File: config.mk
export PLATFORM = sky130hd
export DESIGN_NAME = wb_midi_rx
export DESIGN_NICKNAME = d
export VERILOG_FILES = /design/src/rtl/wb_midi_rx.sv
export SDC_FILE = /design/constraint.sdc
export NUM_CORES = 1
export LEC_CHECK = 0
export CELL_PAD_IN_SITES_DETAIL_PLACEMENT = 1
export CELL_PAD_IN_SITES_GLOBAL_PLACEMENT = 1
export CORE_ASPECT_RATIO = 0.5
export CORE_UTILIZATION = 40
export CTS_BUF_LIST = sky130_fd_sc_hd__clkbuf_8
export DETAILED_ROUTE_END_ITERATION = 6
export GPL_TIMING_DRIVEN = 1
export PLACE_DENSITY = 0.69
export SLEW_MARGIN = 5
export SYNTH_ARGS = -nofsm -noshare
export SYNTH_HDL_FRONTEND = slang
export SYNTH_SLANG_ARGS = --single-unit
File: constraint.sdc
create_clock -name clk_i -period 5.1 [get_ports clk_i]
set_clock_uncertainty 0.2 [all_clocks]
set_input_delay 0.51 -clock clk_i [delete_from_list [all_inputs] [get_ports clk_i]]
set_output_delay 0.51 -clock clk_i [all_outputs]
set_load 0.1 [all_outputs]
File: src/rtl/wb_midi_rx.sv
// Generic circular FIFO with same-cycle push/pop.
// Latency: a pushed word is visible at the head one clock after push_vld.
// Backpressure: none upstream; a push into a full FIFO with no pop is dropped and flagged on ovr_pls.
//
// Ports:
//   clk, rst_n        clock, asynchronous active-low reset
//   push_vld/push_dat write side
//   pop_vld           remove head (ignored when empty)
//   head_dat          current head, 0 when empty
//   count/full/empty  occupancy
//   ovr_pls           one-cycle pulse when a push was dropped
module wb_midi_fifo #(
    parameter int DW = 8,
    parameter int AW = 3
) (
    input  logic          clk,
    input  logic          rst_n,
    input  logic          push_vld,
    input  logic [DW-1:0] push_dat,
    input  logic          pop_vld,
    output logic [DW-1:0] head_dat,
    output logic [AW:0]   count,
    output logic          full,
    output logic          empty,
    output logic          ovr_pls
);

    localparam int          DEPTH    = 2**AW;
    localparam logic [AW:0] FULL_CNT = (AW+1)'(DEPTH);

    logic [DW-1:0] mem [DEPTH];
    logic [AW-1:0] wr_ptr;
    logic [AW-1:0] rd_ptr;
    logic          do_push;
    logic          do_pop;

    assign full    = (count == FULL_CNT);
    assign empty   = (count == '0);
    assign do_pop  = pop_vld & ~empty;
    // A pop in the same cycle frees the slot, so a full FIFO still accepts.
    assign do_push = push_vld & (~full | do_pop);
    assign ovr_pls = push_vld & full & ~do_pop;
    assign head_dat = empty ? '0 : mem[rd_ptr];

    always_ff @(posedge clk) begin
        if (do_push) begin
            mem[wr_ptr] <= push_dat;
        end
    end

    always_ff @(posedge clk or negedge rst_n) begin
        if (!rst_n) begin
            wr_ptr <= '0;
            rd_ptr <= '0;
            count  <= '0;
        end else begin
            if (do_push) begin
                wr_ptr <= wr_ptr + AW'(1);
            end
            if (do_pop) begin
                rd_ptr <= rd_ptr + AW'(1);
            end
            case ({do_push, do_pop})
                2'b10:   count <= count + (AW+1)'(1);
                2'b01:   count <= count - (AW+1)'(1);
                default: count <= count;
            endcase
        end
    end

endmodule

// MIDI 8N1 receiver with receive FIFO behind a Wishbone classic slave.
// Latency: byte enters FIFO one clock after stop-bit sample; Wishbone ack one clock after request.
// Backpressure: none on the serial side; bytes arriving with the FIFO full are dropped and set OVR.
//
// Ports:
//   clk_i, rst_n_i    system clock, asynchronous active-low reset
//   rx_i              MIDI serial input, asynchronous, idle high
//   wb_*              Wishbone classic slave (addr 0 DATA, 1 STATUS, 2 CTRL, 3 LEVEL)
//   irq_o             level interrupt: IEN & (NEMPTY | OVR | FERR), registered
module wb_midi_rx #(
    parameter int CLKS_PER_BIT = 384,
    parameter int FIFO_AW      = 3
) (
    input  logic       clk_i,
    input  logic       rst_n_i,
    input  logic       rx_i,
    input  logic       wb_cyc_i,
    input  logic       wb_stb_i,
    input  logic       wb_we_i,
    input  logic [1:0] wb_addr_i,
    input  logic [7:0] wb_dat_i,
    output logic [7:0] wb_dat_o,
    output logic       wb_ack_o,
    output logic       irq_o
);

    localparam int               DIV_W    = $clog2(CLKS_PER_BIT);
    localparam logic [DIV_W-1:0] DIV_FULL = DIV_W'(CLKS_PER_BIT - 1);
    localparam logic [DIV_W-1:0] DIV_HALF = DIV_W'(CLKS_PER_BIT / 2 - 1);

    localparam logic [1:0] ADDR_DATA   = 2'd0;
    localparam logic [1:0] ADDR_STATUS = 2'd1;
    localparam logic [1:0] ADDR_CTRL   = 2'd2;
    localparam logic [1:0] ADDR_LEVEL  = 2'd3;

    typedef enum logic [1:0] {
        S_IDLE  = 2'd0,
        S_START = 2'd1,
        S_DATA  = 2'd2,
        S_STOP  = 2'd3
    } rx_state_t;

    // ---------------- input conditioning ----------------
    logic rx_s1;
    logic rx_s2;
    logic rx_d;
    logic rx_fall;

    always_ff @(posedge clk_i or negedge rst_n_i) begin
        if (!rst_n_i) begin
            rx_s1 <= 1'b1;
            rx_s2 <= 1'b1;
            rx_d  <= 1'b1;
        end else begin
            rx_s1 <= rx_i;
            rx_s2 <= rx_s1;
            rx_d  <= rx_s2;
        end
    end

    assign rx_fall = rx_d & ~rx_s2;

    // ---------------- receiver FSM ----------------
    rx_state_t        state;
    rx_state_t        state_nxt;
    logic [DIV_W-1:0] div_cnt;
    logic [2:0]       bit_cnt;
    logic [7:0]       shift_q;
    logic             push_vld_q;
    logic             div_zero;

    logic div_load_half;
    logic div_load_full;
    logic div_dec;
    logic bit_clr;
    logic shift_en;
    logic push_en;
    logic ferr_en;

    assign div_zero = (div_cnt == '0);

    always_ff @(posedge clk_i or negedge rst_n_i) begin
        if (!rst_n_i) begin
            state <= S_IDLE;
        end else begin
            state <= state_nxt;
        end
    end

    always_comb begin
        state_nxt = state;
        case (state)
            S_IDLE:  if (rx_fall) state_nxt = S_START;
            // A high line at mid-start means the edge was a glitch.
            S_START: if (div_zero) state_nxt = rx_s2 ? S_IDLE : S_DATA;
            S_DATA:  if (div_zero && bit_cnt == 3'd7) state_nxt = S_STOP;
            S_STOP:  if (div_zero) state_nxt = S_IDLE;
            default: state_nxt = S_IDLE;
        endcase
    end

    always_comb begin
        div_load_half = 1'b0;
        div_load_full = 1'b0;
        div_dec       = 1'b0;
        bit_clr       = 1'b0;
        shift_en      = 1'b0;
        push_en       = 1'b0;
        ferr_en       = 1'b0;
        case (state)
            S_IDLE: begin
                div_load_half = rx_fall;
            end
            S_START: begin
                if (div_zero) begin
                    div_load_full = ~rx_s2;
                    bit_clr       = ~rx_s2;
                end else begin
                    div_dec = 1'b1;
                end
            end
            S_DATA: begin
                if (div_zero) begin
                    shift_en      = 1'b1;
                    div_load_full = 1'b1;
                end else begin
                    div_dec = 1'b1;
                end
            end
            S_STOP: begin
                if (div_zero) begin
                    push_en = rx_s2;
                    ferr_en = ~rx_s2;
                end else begin
                    div_dec = 1'b1;
                end
            end
            default: ;
        endcase
    end

    always_ff @(posedge clk_i or negedge rst_n_i) begin
        if (!rst_n_i) begin
            div_cnt    <= '0;
            bit_cnt    <= '0;
            shift_q    <= '0;
            push_vld_q <= 1'b0;
        end else begin
            if (div_load_half) begin
                div_cnt <= DIV_HALF;
            end else if (div_load_full) begin
                div_cnt <= DIV_FULL;
            end else if (div_dec) begin
                div_cnt <= div_cnt - DIV_W'(1);
            end
            if (bit_clr) begin
                bit_cnt <= '0;
            end else if (shift_en) begin
                bit_cnt <= bit_cnt + 3'd1;
            end
            // LSB arrives first, so shift in from the top.
            if (shift_en) begin
                shift_q <= {rx_s2, shift_q[7:1]};
            end
            // shift_q is stable until the next frame's data bits, so it
            // can feed the FIFO directly on the following clock.
            push_vld_q <= push_en;
        end
    end

    // ---------------- receive FIFO ----------------
    logic [7:0]       head_dat;
    logic [FIFO_AW:0] fifo_cnt;
    logic             fifo_full;
    logic             fifo_empty;
    logic             ovr_pls;
    logic             fifo_pop;

    wb_midi_fifo #(
        .DW (8),
        .AW (FIFO_AW)
    ) u_fifo (
        .clk      (clk_i),
        .rst_n    (rst_n_i),
        .push_vld (push_vld_q),
        .push_dat (shift_q),
        .pop_vld  (fifo_pop),
        .head_dat (head_dat),
        .count    (fifo_cnt),
        .full     (fifo_full),
        .empty    (fifo_empty),
        .ovr_pls  (ovr_pls)
    );

    // ---------------- Wishbone slave ----------------
    logic       wb_req;
    logic       rd_en;
    logic       wr_en;
    logic       ovr_q;
    logic       ferr_q;
    logic       ien_q;
    logic       ovr_clr;
    logic       ferr_clr;
    logic [7:0] rd_mux;
    logic [7:0] level_dat;
    logic       wb_dat_unused;

    assign wb_req   = wb_cyc_i & wb_stb_i & ~wb_ack_o;
    assign rd_en    = wb_req & ~wb_we_i;
    assign wr_en    = wb_req & wb_we_i;
    assign fifo_pop = rd_en & (wb_addr_i == ADDR_DATA);
    assign ovr_clr  = wr_en & (wb_addr_i == ADDR_STATUS) & wb_dat_i[2];
    assign ferr_clr = wr_en & (wb_addr_i == ADDR_STATUS) & wb_dat_i[3];

    assign wb_dat_unused = ^{wb_dat_i[7:4], wb_dat_i[1]};

    always_comb begin
        level_dat              = '0;
        level_dat[FIFO_AW:0]   = fifo_cnt;
    end

    always_comb begin
        rd_mux = '0;
        case (wb_addr_i)
            ADDR_DATA:   rd_mux = head_dat;
            ADDR_STATUS: rd_mux = {4'b0, ferr_q, ovr_q, fifo_full, ~fifo_empty};
            ADDR_CTRL:   rd_mux = {7'b0, ien_q};
            ADDR_LEVEL:  rd_mux = level_dat;
            default:     rd_mux = '0;
        endcase
    end

    always_ff @(posedge clk_i or negedge rst_n_i) begin
        if (!rst_n_i) begin
            wb_ack_o <= 1'b0;
            wb_dat_o <= '0;
            ien_q    <= 1'b0;
            ovr_q    <= 1'b0;
            ferr_q   <= 1'b0;
            irq_o    <= 1'b0;
        end else begin
            wb_ack_o <= wb_req;
            wb_dat_o <= rd_en ? rd_mux : 8'h00;
            if (wr_en && wb_addr_i == ADDR_CTRL) begin
                ien_q <= wb_dat_i[0];
            end
            // Set events take priority over a coincident software clear.
            if (ovr_pls) begin
                ovr_q <= 1'b1;
            end else if (ovr_clr) begin
                ovr_q <= 1'b0;
            end
            if (ferr_en) begin
                ferr_q <= 1'b1;
            end else if (ferr_clr) begin
                ferr_q <= 1'b0;
            end
            irq_o <= ien_q & (~fifo_empty | ovr_q | ferr_q);
        end
    end

endmodule
==> impl.org, run 1 <==
** Outcome
- The flow ran to the end, and the final reports show no timing, DRC or antenna violations.

** Clocking
- TritonCTS built the clock tree.
- Sinks on Clock Net :: 113
- Gates resized during post-CTS repair numbered 0.
- Level count of the clock H-tree :: 4
- Clock Latency Late Sink :: 0.43 ns
- Max clock buf depth :: 2
- Number of clock buffers inserted by TritonCTS :: 17
- Number of setup buffers added after CTS :: 0
- Buffers inserted to repair hold after CTS numbered 0.
- Clock-pin slew was measured on the worst setup and hold paths at 0.07 ns.
- The tree is rooted in a sky130_fd_sc_hd__clkbuf_8.

** Drt
- Using the TritonRoute via totals, the vias-per-cell ratio works out to 5.27.
- The routed design has 10500 µm of wire.
- Iteration count of the initial detailed-routing pass :: 4
- After the first detailed-routing iteration, the DRC count stood at 192.
- Summing over every cut layer, the via total after detailed routing is 2856.
- Routed length per instance :: 19.3 µm
- DRC viols :: 0
- Number of nets still failing antenna checks after routing :: 0

** Finish
- Area occupied by registers :: 3150 µm²
- 0 antenna diodes ended up in the layout.
- For this run, the share of the core covered by cells in the final layout is 47.3%.
- Of the cells placed in the final design, the portion with a size suffix greater than 1 is 19.1%.
- Final layout net count :: 393
- The count of cells in the finished layout, fillers not included, comes to 542.
- From synthesis to final layout, the design area changed by 14.1%.
- Filler cell count :: 1189
- Area taken by multi-input logic gates :: 1670 µm²

** Synthesis
- Top cell type's share of synthesized area :: 38.8%
- The synthesized netlist contains 52 unique library cells.
- Synthesis warning total :: 0
- Among all flip-flop cells after synthesis, the most frequent one is sky130_fd_sc_hd__edfxtp_1.
- Top cells by area, synth :: sky130_fd_sc_hd__edfxtp_1 39%, sky130_fd_sc_hd__dfrtp_1 23%, sky130_fd_sc_hd__mux4_2 5.0%
- Gate Count Post-Synth :: 332
- Sequential cell area fraction in the yosys report :: 63.7%
- Synthesized area per cell :: 14.9 µm²
- Share of synthesized flip-flops with an asynchronous set or reset :: 43.4%
- The cell area that synthesis handed to floorplanning was 4950 µm².
- Number of enable-type register cells in the synthesized netlist :: 64
- Flop and latch count out of synthesis :: 113
- Cell taking the most area after synthesis :: sky130_fd_sc_hd__edfxtp_1
- The number of nets handed over by synthesis was 361.

** Setup path
- Worst endpoint data arrival time :: 3.20 ns
- Setup CP Type :: in2reg
- The endpoint identified for the worst register-to-register timing path is u_fifo.count[2].
- Cell count of the worst reg-to-reg path :: 10
- For this design, the slowest cell found on the critical path is sky130_fd_sc_hd__clkdlybuf4s50_1.
- Crit-path max cell delay :: 0.55 ns
- The worst setup path is launched from an input pin.
- Critical path endpoint category :: register
- Register-to-register path setup slack :: 2.15 ns
- Critical register-to-register path startpoint :: wb_ack_o
- Worst EP required :: 5.20 ns
- Walking the worst path, the cells encountered are clkdlybuf4s50_1 > nand4bb_4 > o311ai_2 > nand2_2 > ha_1 > xor2_1 > ha_1 > a21oi_1 > xor2_1 > nor2_1 > xor2_1.
- Crit-path most repeated cell :: sky130_fd_sc_hd__xor2_1
- Critical-path maximum fanout :: 6

** GRT
- The number of antenna violations at the first check in global routing is 0.
- Pin count of the biggest net entering global routing :: 50
- The first global-routing pass estimated 16700 µm of wire.
- Via count of the first global-routing pass :: 3060
- The total overflow left after global routing is 0.
- GRT Overall Usage :: 18.0%

** Placement
- At the end of routability-driven placement, the weighted congestion stood at 0.742.
- Input and output buffers added on the ports amount to 20.
- Dpl cells :: 510
- Hpwl dp :: 6660 µm

** Die
- The core region is 11900 µm².
- The floorplan step set the die width to 159 µm.
- I/O pins :: 26
- The floorplan has 28 rows.
- In this run the vertical extent of the chip is 80.6 µm.
- The die covers 12800 µm².
- The initial utilization of the core area, before any placement, comes to 41.4%.

** STA
- Subtracting the final worst setup slack from the clock period gives 3.10 ns.
- Final Setup Violations :: 0
- Upper clock frequency limit :: 323 MHz
- Setup repair after global routing left no endpoint under its margin.
- The number of hold violations in the final report is 0.
- Worst-Margin Slew :: 1.13 ns
- Measured against its own limit, the worst slew margin works out to 24.5%.
- In the finished design, the share of the clock period the worst path needs comes to 60.7%.
- Summed negative setup slack over all endpoints :: 0 ns
- Final hold slack :: 0.0111 ns
- The count of pins over their slew limit is 0.

** Pwr
- Power spread over the standard cell area amounts to 382 nW/µm².
- Static Leak :: 0.00216 µW
- Maximum vdd ir drop :: 0.141 mV

** Job
- The tool flagged a number of max-cap violations equal to 0.

** Worst hold path
- The min-delay analysis places its worst path in the category in2async.
-- final cells by class --
class,count,area share (%)
clock buffer,18,4.39
clock inverter,14,2.19
inverter,7,0.510
multi-input combinational,202,29.6
sequential,113,55.8
tap,165,3.66
timing repair buffer,23,3.86
-- cell usage after synthesis, types with 3 or more instances --
cell type,n
sky130_fd_sc_hd__a21oi_1,12
sky130_fd_sc_hd__mux2i_1,20
sky130_fd_sc_hd__edfxtp_1,64
sky130_fd_sc_hd__mux2_2,11
sky130_fd_sc_hd__xnor2_1,4
sky130_fd_sc_hd__dfstp_2,3
sky130_fd_sc_hd__o211ai_1,4
sky130_fd_sc_hd__xor2_1,5
sky130_fd_sc_hd__nand2_2,3
sky130_fd_sc_hd__a211oi_1,3
sky130_fd_sc_hd__inv_1,6
sky130_fd_sc_hd__ha_1,13
sky130_fd_sc_hd__o21a_1,3
sky130_fd_sc_hd__nand3_1,9
sky130_fd_sc_hd__nor2_1,20
sky130_fd_sc_hd__o21ai_0,8
sky130_fd_sc_hd__mux4_2,11
sky130_fd_sc_hd__nand2_1,19
sky130_fd_sc_hd__nand4_1,3
sky130_fd_sc_hd__nor3_2,3
sky130_fd_sc_hd__nor3_1,6
sky130_fd_sc_hd__a211o_1,3
sky130_fd_sc_hd__nor2b_1,7
sky130_fd_sc_hd__dfrtp_1,46
sky130_fd_sc_hd__nand2b_1,8
sky130_fd_sc_hd__buf_2,3
-- placed cells by master (no fill, tap or decap), types with 2 or more instances in the layout --
| master | Yosys | layout |
|---|---|---|
| sky130_fd_sc_hd__o211ai_1 | 4 | 4 |
| sky130_fd_sc_hd__bufinv_16 | 0 | 2 |
| sky130_fd_sc_hd__a211o_1 | 3 | 3 |
| sky130_fd_sc_hd__and3_1 | 2 | 2 |
| sky130_fd_sc_hd__nor2b_1 | 7 | 7 |
| sky130_fd_sc_hd__clkdlybuf4s50_1 | 0 | 19 |
| sky130_fd_sc_hd__ha_1 | 13 | 13 |
| sky130_fd_sc_hd__nand2b_1 | 8 | 8 |
| sky130_fd_sc_hd__nor3b_1 | 2 | 2 |
| sky130_fd_sc_hd__dfrtp_1 | 46 | 46 |
| sky130_fd_sc_hd__a211oi_1 | 3 | 3 |
| sky130_fd_sc_hd__inv_1 | 6 | 8 |
| sky130_fd_sc_hd__nor3_1 | 6 | 6 |
| sky130_fd_sc_hd__o21ai_0 | 8 | 8 |
| sky130_fd_sc_hd__dfstp_2 | 3 | 3 |
| sky130_fd_sc_hd__clkinvlp_4 | 0 | 3 |
| sky130_fd_sc_hd__nand4_1 | 3 | 3 |
| sky130_fd_sc_hd__nand2_2 | 3 | 3 |
| sky130_fd_sc_hd__nor2_1 | 20 | 20 |
| sky130_fd_sc_hd__a32o_1 | 2 | 2 |
| sky130_fd_sc_hd__xnor2_1 | 4 | 4 |
| sky130_fd_sc_hd__nand3_1 | 9 | 9 |
| sky130_fd_sc_hd__mux2_4 | 2 | 2 |
| sky130_fd_sc_hd__mux4_2 | 11 | 11 |
| sky130_fd_sc_hd__clkinv_2 | 0 | 6 |
| sky130_fd_sc_hd__nand3b_1 | 2 | 2 |
| sky130_fd_sc_hd__clkbuf_8 | 2 | 18 |
| sky130_fd_sc_hd__mux2_2 | 11 | 11 |
| sky130_fd_sc_hd__o21a_1 | 3 | 3 |
| sky130_fd_sc_hd__mux2i_1 | 20 | 20 |
| sky130_fd_sc_hd__buf_4 | 2 | 3 |
| sky130_fd_sc_hd__nand2_1 | 19 | 19 |
| sky130_fd_sc_hd__a21oi_1 | 12 | 12 |
| sky130_fd_sc_hd__nor3_2 | 3 | 3 |
| sky130_fd_sc_hd__xor2_1 | 5 | 5 |
| sky130_fd_sc_hd__edfxtp_1 | 64 | 64 |
| sky130_fd_sc_hd__a22o_1 | 2 | 2 |
-- power breakdown --
group / switching, µW / total (µW) / internal [µW] / leakage [µW]
Combinational: 176 / 300 / 124 / 0.000734
Sequential: 56.2 / 1060 / 1000 / 0.00123
Clock: 365 / 801 / 435 / 0.000194
-- per-stage QoR --
| step | cell area (µm²) | total power [µW] | setup WS (ns) |
|---|---|---|---|
| final | 5650 | 2160 | 2.00 |
| after global routing | 5650 | 2250 | 1.81 |
| after CTS | 5650 | 2180 | 1.99 |
| after detailed placement | 5270 | 1380 | 1.57 |
| after global placement | 5270 | 1350 | 1.72 |
| after floorplan | 4950 | 1290 | 2.05 |
-- state kept, by name, indices dropped and copies added (netlist names), 3 cells and up, named ones only --
register and flops:
u_fifo.count 4, u_fifo.rd_ptr 3, u_fifo.wr_ptr 3, u_fifo.mem 64, wb_dat_o 8, shift_q 8
bit_cnt 3, div_cnt 9
-- worst max-delay path by stage --
stage                      endpoint  cells after the start  slack (ns)  startpoint
finish              u_fifo.count[2]                     11        2.00    wb_cyc_i
global route        u_fifo.count[2]                     11        1.81    wb_stb_i
CTS                 u_fifo.count[2]                     11        1.99    wb_cyc_i
detailed placement  u_fifo.count[2]                     11        1.57    wb_cyc_i
global placement    u_fifo.count[2]                     11        1.72    wb_cyc_i
floorplan           u_fifo.count[2]                     10        2.05    wb_ack_o
-- logic make-up (layout without fill, tap and decap cells) --
kind of cell             Yosys count  after routing  share of synthesized area (%)
AND/OR/NAND/NOR                   90             90                           10.2
multiplexers                      44             44                           12.2
flip-flops                       113            113                           63.7
XOR/XNOR                           9              9                           1.59
adder cells (fa/ha/maj)           13             13                           3.29
buffers and inverters             17             62                           2.55
AO/OA/AOI/OAI                     46             46                           6.45
-- critical path, delay by kind of cell --
family | cells | cell delay [ns]
simple gates | 3 | 0.48
buf+inv | 1 | 0.55
compound gates | 2 | 0.63
xor+xnor | 3 | 0.50
fa+ha+maj | 2 | 0.52
-- metal layers --
metal / vias to the layer above / global-route usage (%) / wire (µm)
met1: 1483 / 20.8 / 4700
met4: 0 / 5.48 / 111
met5: - / 0 / 0
li1: 1315 / - / -
met3: 14 / 5.63 / 308
met2: 44 / 32.6 / 5340
No activity file was read; power rests on OpenSTA's default activity.
==> run 2: changes to the inputs <==
PLACE_DENSITY = 0.72   (was 0.69)
clock period = 2.8 ns   (was 5.1 ns; I/O delays follow)
==> run 2 against run 1 <==
Compared with the run above: sequential power grew 81%; die area is the same; non-clock buffer count grew 25; power grew 96%; worst hold slack gained 0.075 ns; critical path depth shrank 1; first-iteration DRC count shrank 14%; core utilization grew 2.0 points; design area grew 4.3%; clock power grew 110%; largest cell class unchanged; count of clock-buffer cells in the layout is the same; critical endpoint unchanged.
==> impl.org, run 2 (synthesis gave the netlist of run 1 again) <==
** Clocking
- TritonCTS built the clock tree.
- The number of CTS-inserted buffers was 17 (unchanged).
- Post-CTS Resized :: 0 (unchanged)
- The cell sitting at the root of the clock tree is a sky130_fd_sc_hd__clkbuf_8.
- The clock-pin transition on the worst setup and hold timing paths came to 0.07 ns (about the same).
- The post-CTS setup buffer count is 0 (unchanged).
- The number of hold buffers added after cts came to 1 (+1).
- The total number of clock tree sinks came to 113 (unchanged).
- Max clock buf depth :: 2 (unchanged)
- Clock Latency Late Sink :: 0.43 ns (about the same)
- Level count of the clock H-tree :: 4 (unchanged)

** Finish
- Flip-flop count of the largest register, all copies and words added :: 64 (unchanged)
- In the final layout, the registers with the most flip-flops are u_fifo.mem: 64 flops, div_cnt: 9 flops.
- Filler cell count :: 1199 (+0.84%)
- The library cell used most frequently in the layout, excluding fill and tap cells, is sky130_fd_sc_hd__edfxtp_1.
- Diodes inserted :: 0 (unchanged)
- Compared with the post-synthesis result, the final layout area differs by 19.0%.
- Post-route cell area :: 5890 µm² (+4.3%)
- The final-stage net count was 418 (+6.4%).
- The proportion of layout cells with a drive suffix above 1 came to 26.9% (+7.8 points).
- The top cell types in the final layout, fill and taps aside, are 64 x sky130_fd_sc_hd__edfxtp_1, 45 x sky130_fd_sc_hd__dfrtp_1, 37 x sky130_fd_sc_hd__buf_4.
- More flip-flops sit in one register than any other, and that register is u_fifo.mem.

** Drt
- Number of nets still failing antenna checks after routing :: 0 (unchanged)
- DR iter-0 viols :: 165 (-14%)
- Post-detailed-route via-to-cell ratio :: 5.17 (-1.9%)
- The total vias in the final route is 2931 (+2.6%).
- Routed length per instance :: 18.7 µm (-2.9%)
- The sum of routed wire length over all layers was 10600 µm (+1.6%).
- DRC viols :: 0 (unchanged)
- Iteration count of the initial detailed-routing pass :: 4 (unchanged)

** STA
- Final Setup Violations :: 0 (unchanged)
- RSZ-0062 raised after global routing :: false
- Final period demand of the worst path :: 2.64 ns
- The worst path setup slack after routing came to 0.160 ns (-1.84 ns).
- Total count of max-transition violations in the final report :: 0 (unchanged)
- Share of the cycle needed by the critical path after routing :: 94.3%
- Upper clock frequency limit :: 379 MHz
- The number of hold violations in the final report is 0 (unchanged).
- Worst-Margin Slew :: 0.799 ns (-0.334 ns)
- Normalized max-slew margin :: 46.7% (+22 points)

** Setup path
- Crit-path max cell delay :: 0.54 ns (about the same)
- Worst EP required :: 2.90 ns (-2.30 ns)
- Crit-path leading delay family :: simple AND/OR/NAND/NOR gates
- The buffers plus inverters on the worst setup path was 1 (unchanged).
- Startpoint type of the worst setup path :: register
- The peak fanout along the critical path was 4 (-2).
- For this design, the slowest cell found on the critical path is sky130_fd_sc_hd__or4_4.
- Crit-path most repeated cell :: sky130_fd_sc_hd__xor2_1
- Cell chain of the critical path :: nand4bb_4 > or4_4 > inv_4 > ha_2 > xor2_1 > ha_1 > a21oi_1 > xor2_1 > nor2_1 > xor2_1
- Worst endpoint data arrival time :: 2.74 ns (-0.46 ns)
- The critical path in this run is classified as reg2reg.
- Register-to-register path setup slack :: 0.16 ns (-1.99 ns)
- The worst setup path is captured at a register.

** Pwr
- Maximum vdd ir drop :: 0.300 mV (+110%)
- Static Leak :: 0.00234 µW (+8.5%)
- The power density relative to cell area is 718 nW/µm² (+88%).

** Die
- Number of rows created at floorplan :: 28 (unchanged)
- The width of the die is 159 µm (unchanged).
- The initial core utilization was 41.4% (unchanged).
- The core outline area came to 11900 µm² (unchanged).
- The die height was 80.6 µm (unchanged).
- Die outline area :: 12800 µm² (unchanged)
- I/O pins :: 26 (unchanged)

** GRT
- Total congestion overflow :: 0 (unchanged)
- Pin count of the biggest net entering global routing :: 31 (-38%)
- The number of antenna violations at the first check in global routing was 0 (unchanged).
- Via count of the first global-routing pass :: 3199 (+4.5%)
- GRT Overall Usage :: 18.3% (+0.29 points)
- The first-pass GRT wire length came to 17100 µm (+2.4%).

** Outcome
- The flow ran to the end, and the final reports show no timing, DRC or antenna violations.

** Placement
- The worst setup slack before clock tree synthesis came to -0.117 ns (-1.69 ns).
- Final weighted congestion in routability-driven placement :: 0.838 (+13%)
- Port bufs :: 20 (unchanged)
- The standard cell area after detailed placement was 5440 µm² (+3.1%).
- The total half-perimeter wirelength after legalization and detailed placement came to 7370 µm (+11%).

** Job
- The count of max-cap constraint violations is 0 (unchanged).

** Worst hold path
- The worst hold path belongs to the class in2reg.
==> run 2: cell types whose count changed in the layout (fill, tap and decap cells not counted) <==
cell and change:
sky130_fd_sc_hd__buf_4 +34, sky130_fd_sc_hd__clkdlybuf4s50_1 -10, sky130_fd_sc_hd__bufinv_16 +3, sky130_fd_sc_hd__clkinv_2 -2
sky130_fd_sc_hd__clkinv_1 -1, sky130_fd_sc_hd__clkinvlp_4 -1, sky130_fd_sc_hd__dfrtp_1 -1, sky130_fd_sc_hd__dfrtp_4 +1
sky130_fd_sc_hd__dlygate4sd3_1 +1, sky130_fd_sc_hd__ha_1 -1, sky130_fd_sc_hd__ha_2 +1, sky130_fd_sc_hd__inv_1 +1
==> run 2: worst paths after layout <==
kind                          start              end  depth (start not counted)
max                        wb_ack_o  u_fifo.count[2]                         10
min                            rx_i            rx_s1                          1
max reg2reg                wb_ack_o  u_fifo.count[2]                         10
min reg2reg                   rx_s1            rx_s2                          0
max in group asynchronous   rst_n_i             rx_d                          3
min in group asynchronous   rst_n_i      wb_dat_o[0]                          2
==> run 2: area by class of cell <==
type | count | area [µm²] | area share [%]
tap | 165 | 206 | 3.51
sequential | 113 | 3160 | 53.6
timing repair buffer | 48 | 383 | 6.50
clock inverter | 14 | 196 | 3.34
multi-input combinational | 202 | 1670 | 28.4
inverter | 7 | 28.8 | 0.489
clock buffer | 18 | 248 | 4.21
==> run 2: per-layer routing <==
layer / vias to the layer above / share of wire (%) / GRT usage, %
met5: - / 0 / 0
met4: 0 / 1.3 / 6.54
met3: 14 / 3.1 / 6.04
met2: 39 / 51 / 32.6
met1: 1516 / 44 / 21.0
li1: 1362 / - / -
==> run 2: per-stage QoR <==
step | utilization [%] | hold WS (ns) | TNS [ns] | std cells | power, µW
after floorplan | - | -0.216 | 0 | 332 | 2350
after global placement | 45.5 | 0.151 | 0 | 534 | 2490
after detailed placement | 45.5 | 0.150 | -0.128 | 534 | 2530
after CTS | 49.3 | 0.0560 | 0 | 567 | 4270
after global routing | 49.3 | 0.0609 | 0 | 567 | 4420
final | 49.3 | 0.0864 | 0 | 567 | 4230
==> run 2: where the power goes <==
group          total, µW  switching [µW]  internal, µW  leakage (µW)
Combinational        584             336           248      0.000880
Clock               1720             658          1070      0.000232
Sequential          1920            94.2          1820       0.00123
Total               4230            1090          3140       0.00234
